### src/rtl/serdes_pkg.sv
`timescale 1ns/1ps
`default_nettype none
// ============================================================
// Package : serdes_pkg
// Brief   : Shared types and constants for the SERDES receive/transmit path.
// Rev     : 1.0
// ============================================================
package serdes_pkg;

    typedef enum logic [2:0] {
        S_WAIT_LOCK = 3'd0,
        S_HOLD      = 3'd1,
        S_SETTLE    = 3'd2,
        S_CHECK     = 3'd3,
        S_SLIP      = 3'd4,
        S_ALIGNED   = 3'd5,
        S_FAIL      = 3'd6
    } aln_state_t;

    // Training word shared with the TX pattern generator.
    localparam logic [7:0] TRAIN_PAT_DEFAULT = 8'h5C;

    function automatic int max_int(input int a, input int b);
        return (a > b) ? a : b;
    endfunction

endpackage
`default_nettype wire

### src/rtl/sync_bit.sv
`timescale 1ns/1ps
`default_nettype none
// ============================================================
// Module : sync_bit
// Brief  : DEPTH-stage flop chain bringing an asynchronous status bit into clk.
// Rev    : 1.0
// ============================================================
module sync_bit #(
    parameter int DEPTH = 2
) (
    input  logic clk,
    input  logic rst_n,
    input  logic d,
    output logic q
);

    logic [DEPTH-1:0] r_chain;

    always_ff @(posedge clk or negedge rst_n) begin
        if (!rst_n) begin
            r_chain <= '0;
        end else begin
            r_chain <= {r_chain[DEPTH-2:0], d};
        end
    end

    assign q = r_chain[DEPTH-1];

endmodule
`default_nettype wire

### src/rtl/serdes_lock_align.sv
`timescale 1ns/1ps
`default_nettype none
// ============================================================
// Module : serdes_lock_align
// Brief  : PLL lock qualification, ISERDES reset sequencing and bitslip word alignment.
// Rev    : 1.0
// ============================================================
module serdes_lock_align
    import serdes_pkg::*;
#(
    parameter int                DATA_W      = 8,
    parameter logic [DATA_W-1:0] TRAIN_PAT   = DATA_W'(TRAIN_PAT_DEFAULT),
    parameter int                LOCK_SYNC   = 2,
    parameter int                LOCK_STABLE = 64,
    parameter int                RST_HOLD    = 16,
    parameter int                SLIP_GAP    = 4,
    parameter int                MATCH_CNT   = 16
) (
    input  logic                      CLK_IN,
    input  logic                      RST_N,
    input  logic                      PLL_LOCKED,
    input  logic [DATA_W-1:0]         RX_DATA,
    input  logic                      RETRAIN,
    output logic                      SERDES_RST,
    output logic                      BITSLIP,
    output logic                      ALIGNED,
    output logic                      ALIGN_FAIL,
    output logic [$clog2(DATA_W):0]   SLIP_CNT
);

    localparam int SC_W = $clog2(DATA_W) + 1;
    localparam int ST_W = $clog2(LOCK_STABLE + 1);
    localparam int HS_W = $clog2(max_int(RST_HOLD, SLIP_GAP) + 1);
    localparam int MC_W = $clog2(MATCH_CNT + 1);

    localparam logic [ST_W-1:0] C_STABLE_DONE = ST_W'(LOCK_STABLE);
    localparam logic [HS_W-1:0] C_HOLD_LAST   = HS_W'(RST_HOLD - 1);
    localparam logic [HS_W-1:0] C_GAP_LAST    = HS_W'(SLIP_GAP - 1);
    localparam logic [MC_W-1:0] C_MATCH_LAST  = MC_W'(MATCH_CNT - 1);
    localparam logic [SC_W-1:0] C_SLIP_LAST   = SC_W'(DATA_W - 1);

    aln_state_t      r_state;
    aln_state_t      w_next;
    logic            w_lock_s;
    logic            w_match;
    logic [ST_W-1:0] r_stable_cnt;
    logic [HS_W-1:0] r_hs_cnt;
    logic [MC_W-1:0] r_match_cnt;
    logic [SC_W-1:0] r_slip_cnt;
    logic            w_serdes_rst;
    logic            w_bitslip;
    logic            w_aligned;
    logic            w_align_fail;

    sync_bit #(
        .DEPTH (LOCK_SYNC)
    ) u_lock_sync (
        .clk   (CLK_IN),
        .rst_n (RST_N),
        .d     (PLL_LOCKED),
        .q     (w_lock_s)
    );

    assign w_match = (RX_DATA == TRAIN_PAT);

    always_ff @(posedge CLK_IN or negedge RST_N) begin
        if (!RST_N) begin
            r_state <= S_WAIT_LOCK;
        end else begin
            r_state <= w_next;
        end
    end

    // Lock loss outranks every other transition, including RETRAIN.
    always_comb begin
        w_next = r_state;
        if ((r_state != S_WAIT_LOCK) && !w_lock_s) begin
            w_next = S_WAIT_LOCK;
        end else begin
            case (r_state)
                S_WAIT_LOCK: begin
                    if (w_lock_s && (r_stable_cnt == C_STABLE_DONE)) w_next = S_HOLD;
                end
                S_HOLD: begin
                    if (r_hs_cnt == C_HOLD_LAST) w_next = S_SETTLE;
                end
                S_SETTLE: begin
                    if (r_hs_cnt == C_GAP_LAST) w_next = S_CHECK;
                end
                S_CHECK: begin
                    if (w_match) begin
                        if (r_match_cnt == C_MATCH_LAST) w_next = S_ALIGNED;
                    end else if (r_slip_cnt < C_SLIP_LAST) begin
                        w_next = S_SLIP;
                    end else begin
                        w_next = S_FAIL;
                    end
                end
                S_SLIP:    w_next = S_SETTLE;
                S_ALIGNED,
                S_FAIL: begin
                    if (RETRAIN) w_next = S_HOLD;
                end
                default:   w_next = S_WAIT_LOCK;
            endcase
        end
    end

    always_comb begin
        w_serdes_rst = (w_next == S_WAIT_LOCK) || (w_next == S_HOLD);
        w_bitslip    = (w_next == S_SLIP);
        w_aligned    = (w_next == S_ALIGNED);
        w_align_fail = (w_next == S_FAIL);
    end

    always_ff @(posedge CLK_IN or negedge RST_N) begin
        if (!RST_N) begin
            SERDES_RST <= 1'b1;
            BITSLIP    <= 1'b0;
            ALIGNED    <= 1'b0;
            ALIGN_FAIL <= 1'b0;
        end else begin
            SERDES_RST <= w_serdes_rst;
            BITSLIP    <= w_bitslip;
            ALIGNED    <= w_aligned;
            ALIGN_FAIL <= w_align_fail;
        end
    end

    always_ff @(posedge CLK_IN or negedge RST_N) begin
        if (!RST_N) begin
            r_stable_cnt <= '0;
        end else if (!w_lock_s) begin
            r_stable_cnt <= '0;
        end else if (r_stable_cnt != C_STABLE_DONE) begin
            r_stable_cnt <= r_stable_cnt + 1'b1;
        end
    end

    // HOLD and SETTLE never overlap, so one counter times both; it restarts on every state change.
    always_ff @(posedge CLK_IN or negedge RST_N) begin
        if (!RST_N) begin
            r_hs_cnt <= '0;
        end else if (w_next != r_state) begin
            r_hs_cnt <= '0;
        end else if ((r_state == S_HOLD) || (r_state == S_SETTLE)) begin
            r_hs_cnt <= r_hs_cnt + 1'b1;
        end
    end

    always_ff @(posedge CLK_IN or negedge RST_N) begin
        if (!RST_N) begin
            r_match_cnt <= '0;
        end else if ((r_state == S_CHECK) && w_match) begin
            r_match_cnt <= r_match_cnt + 1'b1;
        end else begin
            r_match_cnt <= '0;
        end
    end

    // SLIP is only entered below the last position, so the count cannot wrap.
    always_ff @(posedge CLK_IN or negedge RST_N) begin
        if (!RST_N) begin
            r_slip_cnt <= '0;
        end else if ((w_next == S_HOLD) && (r_state != S_HOLD)) begin
            r_slip_cnt <= '0;
        end else if ((w_next == S_SLIP) && (r_state != S_SLIP)) begin
            r_slip_cnt <= r_slip_cnt + 1'b1;
        end
    end

    assign SLIP_CNT = r_slip_cnt;

endmodule
`default_nettype wire

### config.mk
export PLATFORM = sky130hd
export DESIGN_NAME = serdes_lock_align
export DESIGN_NICKNAME = d
export VERILOG_FILES = /design/src/rtl/serdes_pkg.sv /design/src/rtl/sync_bit.sv /design/src/rtl/serdes_lock_align.sv
export SDC_FILE = /design/constraint.sdc
export NUM_CORES = 1
export LEC_CHECK = 0
export CORE_ASPECT_RATIO = 2
export CORE_MARGIN = 4
export CORE_UTILIZATION = 30
export CTS_CLUSTER_SIZE = 25
export DETAILED_ROUTE_END_ITERATION = 6
export PLACE_DENSITY_LB_ADDON = 0.15
export SKIP_LAST_GASP = 1
export SYNTH_ARGS = -nofsm -noshare
export SYNTH_HDL_FRONTEND = slang
export SYNTH_SLANG_ARGS = --single-unit
### constraint.sdc
create_clock -name CLK_IN -period 1.98 [get_ports CLK_IN]
set_clock_uncertainty 0.1 [all_clocks]
set_input_delay 0.594 -clock CLK_IN [delete_from_list [all_inputs] [get_ports CLK_IN]]
set_output_delay 0.594 -clock CLK_IN [all_outputs]
set_load 0.01 [all_outputs]
== After elaboration in Yosys (flattened, before gate mapping) ==
Index checks and enable logic that the tools add are counted.

* Input bits: 12
* Output and inout bits: 8
* Register bits after elaboration: 30

* Equal/unequal tests: 20
* Order comparisons: 1
* Reduce and logical (&&, ||, !) cells: 14
* $add $sub $neg: 4
* Muxes and demuxes: 16

{| class="wikitable"
|+ Operators with widths
! cell !! count
|-
| two-way mux 3 bit || 7
|-
| equality test 3 bit (second input constant) || 6
|-
| one-hot mux 3 bit (6 select lines) || 1
|-
| two-way mux 5 bit || 3
|-
| two-way mux 7 bit || 2
|-
| adder 5 x 1 -> 5 bit (second input constant) || 2
|-
| equality test 5 x 4 -> 1 bit (second input constant) || 2
|-
| equality test 8 x 7 -> 1 bit (second input constant) || 1
|-
| two-way mux 4 bit || 2
|-
| adder 7 x 1 -> 7 bit (second input constant) || 1
|-
| equality test 7 bit (second input constant) || 1
|-
| inequality test 7 bit (second input constant) || 1
|-
| equality test 3 x 1 -> 1 bit (second input constant) || 2
|-
| equality test 3 x 2 -> 1 bit (second input constant) || 2
|-
| zero test 3 bit || 2
|-
| equality test 5 x 2 -> 1 bit (second input constant) || 1
|-
| logical AND 1 bit || 5
|-
| adder 4 x 1 -> 4 bit (second input constant) || 1
|-
| < comparator 4 x 3 -> 1 bit (second input constant) || 1
|-
| nonzero test 2 bit || 2
|-
| inequality test 3 x 1 -> 1 bit (second input constant) || 1
|-
| inequality test 3 bit || 1
|-
| inequality test 3 bit (second input constant) || 1
|-
| nonzero test 3 bit || 1
|-
| other kinds (5) || 6
|}

== Depth between registers and ports, before layout ==
Gate-level depths: netlist (run 1).

* Depth in word-level cells: 9
* Mapped depth: 8
* Gate-level depth less buffers: 8

== Hierarchy ==
From an unflattened synthesis (run 1), not the netlist that was laid out.

* Cells, all modules: 156
* Area, all modules: 1664.1 µm²

{| class="wikitable"
|+ By module, submodules not included
! module !! times used !! seq. area each (µm²) !! cells an instance !! area each (µm²)
|-
| serdes_lock_align || 1 || 701.9 || 154 || 1614.0
|-
| sync_bit || 1 || 50.0 || 2 || 50.0
|}

== Worst setup path before layout (run 1) ==
No wires, ideal clock.

* Path kind: reg-to-reg
* Start point: register r_hs_cnt[0]
* End point: register r_slip_cnt[0] (netlist: SLIP_CNT[0])
* Data required time: 1.752 ns
* Path slack: -0.199 ns
* Buffers on the path: 0
* Library setup time: 0.128 ns
* Data arrival time: 1.951 ns
* Stages on the path, launching flop included: 9
* Cells stage by stage: dfrtp_1 > ha_1 > and3_1 > ha_1 > nor4bb_1 > a21oi_1 > nand3_1 > nor3_4 > mux2_1

* Word-level cells in the longest chain between the ends: 7
* Elaborated cells on any way between the ends: 12
* Classes of those cells: 4 x eq/ne; 5 x mux; 3 x reduce/logical

{| class="wikitable"
|+ Ends and longest elaborated chain
! item !! line !! text
|-
| from (decl) || serdes_lock_align.sv:47 || <nowiki>logic [HS_W-1:0] r_hs_cnt;</nowiki>
|-
| from (signal assigned) || serdes_lock_align.sv:147 || <nowiki>r_hs_cnt <= r_hs_cnt + 1'b1;</nowiki>
|-
| equality test 5 x 2 -> 1 bit / equality test 5 x 4 -> 1 bit (equally long branches) || serdes_lock_align.sv:88, serdes_lock_align.sv:85 ||
|-
| two-way mux 3 bit, on equally long branches || serdes_lock_align.sv:88, serdes_lock_align.sv:85 ||
|-
| one-hot mux 3 bit (6 select lines) * || serdes_lock_align.sv:80 || <nowiki>case (r_state)</nowiki>
|-
| two-way mux 3 bit * || serdes_lock_align.sv:77 || <nowiki>if ((r_state != S_WAIT_LOCK) && !w_lock_s) begin</nowiki>
|-
| equality test 3 bit * || - ||
|-
| net w_bitslip || serdes_lock_align.sv:51 || <nowiki>logic w_bitslip;</nowiki>
|-
| logical AND 1 bit * || serdes_lock_align.sv:167 || <nowiki>end else if ((w_next == S_SLIP) && (r_state != S_SLIP)) begin</nowiki>
|-
| nonzero test 2 bit (no line) * || - ||
|-
| to (signal assigned) || serdes_lock_align.sv:168 || <nowiki>r_slip_cnt <= r_slip_cnt + 1'b1;</nowiki>
|-
| to (decl) || serdes_lock_align.sv:49 || <nowiki>logic [SC_W-1:0] r_slip_cnt;</nowiki>
|}

Mark *: on every way through the listed nets, which the timed path passes. The rest lies on a longest branch.
A chain may end at the register's enable or synchronous reset.

== Worst setup path in the final report (run 1) ==
* Start point: register r_hs_cnt[1]
* End point: register r_slip_cnt[0] (netlist: SLIP_CNT[0])

Same word-level chain as after synthesis.

==> parameters.txt, run 1 <==
Parameter                              Value

Route
  Post-route DRC violation count    0
  Number of nets with antenna violations after detailed routing    0
  DRC violation total after the first TritonRoute iteration    35
  Detailed-router iteration count before antenna repair    4
  Routed len/inst    15.7 um
  Via density    5.06
  Routed Wire Length    4690 um
  Via Count    1,514

Timing
  Worst-Margin Slew    0.377 ns
  Worst hold slack across all endpoints    0.250 ns
  Final number of hold-violating endpoints    0
  Part of the cycle the worst path needs    116%
  Slew Limit Headroom    74.8%
  # setup viols final    14
  Achievable clock frequency    0.434 GHz
  Minimum clock period after layout    2.30 ns
  PnR worst setup slack    -0.323 ns
  Slew Limit Fails    0
  Unrepaired setup endpoints after global routing    true

CTS
  Bufs on Longest Clock Path    2
  Depth of the CTS H-tree    2
  CTS hold repair buffers    0
  Inserted Clock Buffers    5
  Library cell used as clock root buffer    clkbuf_8
  Sink Count    30
  CTS tree    yes
  Insertion delay of the later-clocked pin in the worst-skew pair    0.28 ns
  Clock-pin slew on the worst setup and hold paths    0.07 ns

Yosys
  Number of enable-type register cells in the synthesized netlist    0
  Ys Warns    0
  Synth area leaders    dfrtp_1, ha_1, nor2_1
  Combined area of all synthesized cells    0.00172 mm2
  Number of standard cells after synthesis    162
  Synth top area share    42.2%
  Count of unique library cells instantiated by Yosys    52
  Sequential cell area fraction in the yosys report    43.8%
  Largest area contributor in the netlist    dfrtp_1
  Post-synth net total    181
  Mean cell area of the mapped netlist    10.6 um2
  Top FF cell, synth    dfrtp_1
  Total of flip-flops plus latches after synthesis    30
  Fraction of registers with async set or reset after synthesis    100%

Floorplan
  Initial Util    31.1%
  Number of cell rows    38
  Area inside the core boundary    0.00552 mm2
  Die Outline Area    0.00707 mm2
  Die extent in y    115 um
  Die width    61.5 um
  I/O pin count    20

Cells and area
  Final Instance Area    0.00269 mm2
  Area taken by flip-flops and latches    753 um2
  Multi-input gate area in the final layout    0.00105 mm2
  Diode insertion count for antenna repair    0
  Fraction of final layout cells sized beyond drive strength 1    43.1%
  Signed area change from the synthesized netlist to the final layout    56.7%
  Utilization after layout    48.8%
  Fill cell count    520
  Number of nets at the end of the flow    257
  Non-filler instance count after layout    299

Status
  Violated checks    negative setup slack
  Result of the run    finished with violations

Placed design
  Number of port buffers    19
  Hpwl dp    3350 um
  Final weighted congestion in routability-driven placement    0.878
  Cell area reported after detailed placement    0.00226 mm2
  Post-place setup slack    -0.601 ns
  Placed insts    276

Flow run
  Number of max-cap violations    0

GRT
  First-pass GRT wire length    7910 um
  Antenna violations before repair    0
  Pin count of the biggest net entering global routing    31
  Overflow after GRT    0
  Total global routing track utilization    15.0%
  Via count of the first global-routing pass    1,712

Worst setup path
  Worst Path Required    2.05 ns
  Biggest fanout along the worst timing path    3
  Crit path kind    flop to flop
  Endpoint class of the critical path    flop
  Startpoint kind of the worst setup timing path    flop
  Data arrival at the endpoint of the critical path    2.37 ns

Power
  Power density relative to cell area    451 mW/mm2
  Leakage power summed over all cells    1.18 nW
  Worst-case vdd ir drop    0.357 mV

Hold path
  Class of the tightest hold or removal check    flop to flop
[worst max-delay path, cell delays in order, from the launching register on]
cell       delay, ns
dfrtp_1         0.37
ha_2            0.19
and3_4          0.18
ha_4            0.16
inv_4           0.04
a32oi_4         0.20
o2111ai_4       0.19
buf_12          0.17
nor3_4          0.27
mux2_4          0.33
[synthesized netlist by cell type (2+ instances only)]
library cell  instances
dfrtp_1              29
nand3_1               9
ha_1                  7
buf_6                 2
nor3_1                7
o21ai_1               2
mux2_1                2
nand2_1               6
nor2b_1               2
and3b_1               2
a21oi_1               8
a21boi_0              2
inv_1                12
buf_4                 2
and3_1                3
nand3b_2              2
o21a_1                2
nor2_1               19
nor4_1                2
xor2_1                5
xnor2_1               5
and4bb_2              2
[stage by stage]
stage / total power, W / setup TNS, ns
final: 0.00121 / -2.68
after CTS: 0.00124 / -2.09
after global routing: 0.00127 / -3.84
after global placement: 0.000711 / -6.86
after floorplan: 0.000658 / -0.466
after detailed placement: 0.000714 / -7.35
[registers in the layout (all words and copies together), names as in the netlist]
register / count
u_lock_sync.r_chain: 2
ALIGNED: 1
r_hs_cnt: 5
BITSLIP: 1
SERDES_RST: 1
r_state: 3
r_stable_cnt: 7
r_match_cnt: 5
ALIGN_FAIL: 1
SLIP_CNT: 4
[timing repair]
action,CTS,global route
pin swaps,21,15
buffers inserted,12,8
setup endpoints to repair,14,16
resized for setup,47,12
[cells by family (layout without fill, tap and decap cells)]
logic type,after synthesis,after routing,synth area share [%]
compound gates,27,27,14.3
xor+xnor,11,11,6.05
fa+ha+maj,8,8,5.68
buf+inv,17,94,5.02
flops,30,30,43.8
mux,4,4,2.55
simple gates,65,65,22.7
[path summary, 6_finish.rpt]
path,start,end,slack (ns),depth (start not counted)
max,r_hs_cnt[1],SLIP_CNT[0],-0.32,9
min,u_lock_sync.r_chain[0],u_lock_sync.r_chain[1],0.25,0
max reg2reg,r_hs_cnt[1],SLIP_CNT[0],-0.32,9
max in group asynchronous,RST_N,SERDES_RST,0.96,2
min in group asynchronous,RST_N,r_hs_cnt[2],0.58,2
min reg2reg,u_lock_sync.r_chain[0],u_lock_sync.r_chain[1],0.25,0
[layout by cell type, fill, tap and decap left out, types with 3 or more instances in the layout]
cell type        instances
nand3_1                  8
buf_12                   3
xor2_1                   5
buf_6                   11
nand2_1                  6
buf_4                   40
ha_1                     5
dlygate4sd2_1            9
clkbuf_8                 6
nor2_1                  19
inv_1                   10
nor3_2                   5
clkdlybuf4s50_1          7
a21oi_1                  6
xnor2_1                  5
dfrtp_1                 28
[per-layer routing]
layer | part of all wire, % | up-vias | routed length, um | track usage (%)
met5 | 0 | - | 0 | 0
met4 | 2.2 | 0 | 102 | 5.95
met3 | 2.9 | 8 | 137 | 2.92
met2 | 62 | 24 | 2910 | 28.9
met1 | 33 | 761 | 1550 | 14.4
li1 | - | 721 | - | -
[layout make-up]
class	count	share of cell area, %
inverters	13	1.91
clock buffers	6	3.07
flip-flops and latches	30	28.0
clock inverters	2	0.465
repair buffers	73	24.8
well taps	60	2.79
multi-input cells	115	39.0
[where the power goes]
part           internal, W  switching, W
logic            0.0000388     0.0000360
clock network     0.000279      0.000237
registers         0.000620    0.00000424
Power figures use the tool's default switching activity.
==> run 2, diff against run 1 <==
--- a/config.mk
+++ b/config.mk
@@ -8,6 +8,7 @@
 export CORE_ASPECT_RATIO = 2
 export CORE_MARGIN = 4
 export CORE_UTILIZATION = 30
+export CTS_BUF_LIST = sky130_fd_sc_hd__clkbuf_4 sky130_fd_sc_hd__clkbuf_8 sky130_fd_sc_hd__clkbuf_16
 export CTS_CLUSTER_SIZE = 25
 export DETAILED_ROUTE_END_ITERATION = 6
 export PLACE_DENSITY_LB_ADDON = 0.15
==> constraint.sdc (replaced) <==
create_clock -name CLK_IN -period 2.75 [get_ports CLK_IN]
set_clock_uncertainty 0.1 [all_clocks]
set_input_delay 0.825 -clock CLK_IN [delete_from_list [all_inputs] [get_ports CLK_IN]]
set_output_delay 0.825 -clock CLK_IN [all_outputs]
set_load 0.01 [all_outputs]
==> run 2 against run 1 <==
Critical endpoint is now SLIP_CNT[1]. Utilization decreased by 10 points. The flow now finishes without violations. Count of clock-buffer cells in the layout increased by 1. Highest routed layer unchanged. Die area unchanged. Sequential power decreased by 28%. Design area decreased by 21%. Clock power decreased by 28%. Wire length decreased by 21%. Total power decreased by 29%.
==> parameters.txt, run 2 (synthesis gave the netlist of run 1 again) <==
Parameter                              Value

Status
  Result of the run    finished clean (was finished with violations)

Power
  Leakage power summed over all cells    0.886 nW (was 1.18 nW)
  Power density relative to cell area    410 mW/mm2 (was 451 mW/mm2)
  Worst-case vdd ir drop    0.309 mV (was 0.357 mV)
  Power, Total    0.000868 W (was 0.00121 W)

Floorplan
  Number of cell rows    38 (unchanged)
  I/O pin count    20 (unchanged)
  Area inside the core boundary    0.00552 mm2 (unchanged)
  Die extent in y    115 um (unchanged)
  Die Outline Area    0.00707 mm2 (unchanged)
  Initial Util    31.1% (unchanged)
  Die width    61.5 um (unchanged)

Hold path
  Class of the tightest hold or removal check    flop to flop (unchanged)

Timing
  Minimum clock period after layout    2.56 ns
  Achievable clock frequency    0.390 GHz
  Unrepaired setup endpoints after global routing    false (was true)
  # setup viols final    0 (was 14)
  Final number of hold-violating endpoints    0 (unchanged)
  Slew Limit Headroom    63.8% (was 74.8%)
  Slew Limit Fails    0 (unchanged)
  Part of the cycle the worst path needs    93.2%
  PnR worst setup slack    0.186 ns (was -0.323 ns)
  Worst-Margin Slew    0.543 ns (was 0.377 ns)

Cells and area
  Register containing the most flip-flops in the final layout    r_stable_cnt (unchanged)
  Number of flip-flops under the largest register name    7 (unchanged)
  Diode insertion count for antenna repair    0 (unchanged)
  Utilization after layout    38.4% (was 48.8%)
  Most common cell after layout, fill and taps aside    dfrtp_1 (was buf_4)
  Non-filler instance count after layout    255 (was 299)
  Number of nets at the end of the flow    213 (was 257)
  Fraction of final layout cells sized beyond drive strength 1    17.9% (was 43.1%)
  Largest registers    r_stable_cnt x7, r_hs_cnt x5, r_match_cnt x5 (unchanged)
  Signed area change from the synthesized netlist to the final layout    23.2% (was 56.7%)
  Fill cell count    568 (was 520)
  Highest-count cells in the layout ignoring fill and taps    dfrtp_1, nor2_1, clkdlybuf4s50_1 (was buf_4, dfrtp_1, nor2_1)

Worst setup path
  Endpoint class of the critical path    flop (unchanged)
  Data arrival at the endpoint of the critical path    2.62 ns (was 2.37 ns)
  Startpoint kind of the worst setup timing path    input pin (was flop)
  Crit path kind    input pin to flop (was flop to flop)
  Worst Path Required    2.81 ns (was 2.05 ns)
  Biggest fanout along the worst timing path    3 (unchanged)
  CP Cell Sequence    clkdlybuf4s50_1, and4bb_2, buf_4, nand4b_1, nand3_1, nor3_4, mux2_1 (was ha_2, and3_4, ha_4, inv_4, a32oi_4, o2111ai_4, buf_12, nor3_4, mux2_4)
  Peak per-stage delay on the critical path    0.46 ns (was 0.37 ns)
  Slowest cell on the critical path    clkdlybuf4s50_1 (was dfrtp_1)

GRT
  Via count of the first global-routing pass    1,405 (was 1,712)
  Antenna violations before repair    0 (unchanged)
  First-pass GRT wire length    6350 um (was 7910 um)
  Total global routing track utilization    12.0% (was 15.0%)
  Overflow after GRT    0 (unchanged)
  Pin count of the biggest net entering global routing    31 (unchanged)

Placed design
  Post-place setup slack    -0.114 ns (was -0.601 ns)
  Placed insts    247 (was 276)
  Final weighted congestion in routability-driven placement    0.777 (was 0.878)
  Hpwl dp    2900 um (was 3350 um)
  Number of port buffers    19 (unchanged)

Route
  Detailed-router iteration count before antenna repair    4 (unchanged)
  Number of nets with antenna violations after detailed routing    0 (unchanged)
  DRC violation total after the first TritonRoute iteration    40 (was 35)
  Via density    5.17 (was 5.06)
  Via Count    1,319 (was 1,514)
  Post-route DRC violation count    0 (unchanged)
  Routed Wire Length    3690 um (was 4690 um)
  Routed len/inst    14.5 um (was 15.7 um)

CTS
  Sink Count    30 (unchanged)
  Clock-pin slew on the worst setup and hold paths    0.06 ns (was 0.07 ns)
  Bufs on Longest Clock Path    2 (unchanged)
  CTS tree    yes (unchanged)
  Number of gates given a new drive strength after cts    0 (was 47)
  Library cell used as clock root buffer    clkbuf_8 (unchanged)
  CTS hold repair buffers    0 (unchanged)
  Depth of the CTS H-tree    2 (unchanged)
  Insertion delay of the later-clocked pin in the worst-skew pair    0.28 ns (about the same)
  Inserted Clock Buffers    5 (unchanged)
  Number of buffers inserted by post-CTS setup repair    0 (was 12)

Flow run
  Number of max-cap violations    0 (unchanged)
-- run 2: changes by cell type in the layout (fill, tap and decap cells not counted), sizes merged --
cell	delta
buf	-44
clkbuf	+1
clkdlybuf4s15	-1
clkdlybuf4s50	+12
clkinvlp	-1
dlygate4sd2	-9
dlymetal6s2s	-2
-- run 2: layout make-up --
cell class                      count  area, um2  share of cell area, %
Multi-Input combinational cell    115        880                   41.6
Clock buffer                        7       90.1                   4.26
Inverter                           13       48.8                   2.31
Sequential cell                    30        752                   35.5
Tap cell                           60       75.1                   3.55
Timing Repair Buffer               29        265                   12.5
Clock inverter                      1       5.00                  0.237
-- run 2: per-stage QoR --
stage / TNS, ns / hold WS [ns] / area, um2
CTS: 0 / 0.257 / 2120
floorplan: 0 / 0.231 / 1720
finish: 0 / 0.252 / 2120
global placement: -0.295 / 0.233 / 2020
global route: 0 / 0.270 / 2120
detailed placement: -0.455 / 0.242 / 2020
-- run 2: routing by layer --
metal | share of wire, % | global-route usage, % | up-vias
li1 | - | - | 635
met1 | 36 | 12.1 | 647
met2 | 57 | 21.6 | 28
met3 | 4.2 | 3.15 | 9
met4 | 3.0 | 5.81 | 0
met5 | 0 | 0 | -
-- run 2: path summary, 6_finish.rpt --
| check | cells past startpoint | slack (ns) | to | from |
|---|---|---|---|---|
| hold reg to reg | 0 | 0.25 | u_lock_sync.r_chain[1] | u_lock_sync.r_chain[0] |
| hold / removal | 0 | 0.25 | u_lock_sync.r_chain[1] | u_lock_sync.r_chain[0] |
| max in group asynchronous | 2 | 1.39 | SERDES_RST | RST_N |
| setup reg to reg | 8 | 0.22 | SLIP_CNT[1] | r_hs_cnt[0] |
| min in group asynchronous | 2 | 0.83 | r_hs_cnt[0] | RST_N |
| setup / recovery | 7 | 0.19 | SLIP_CNT[1] | RX_DATA[7] |
-- run 2: worst max-delay path, delay by kind of cell --
| kind | cells | cell delay, ns |
|---|---|---|
| simple gates | 4 | 0.85 |
| buf+inv | 2 | 0.60 |
| mux | 1 | 0.34 |
-- run 2: report_power, final --
part | internal (W) | leakage, nW | switching (W)
registers | 0.000446 | 0.403 | 0.00000577
clock network | 0.000211 | 0.0517 | 0.000160
logic | 0.0000240 | 0.431 | 0.0000201
total | 0.000682 | 0.886 | 0.000186
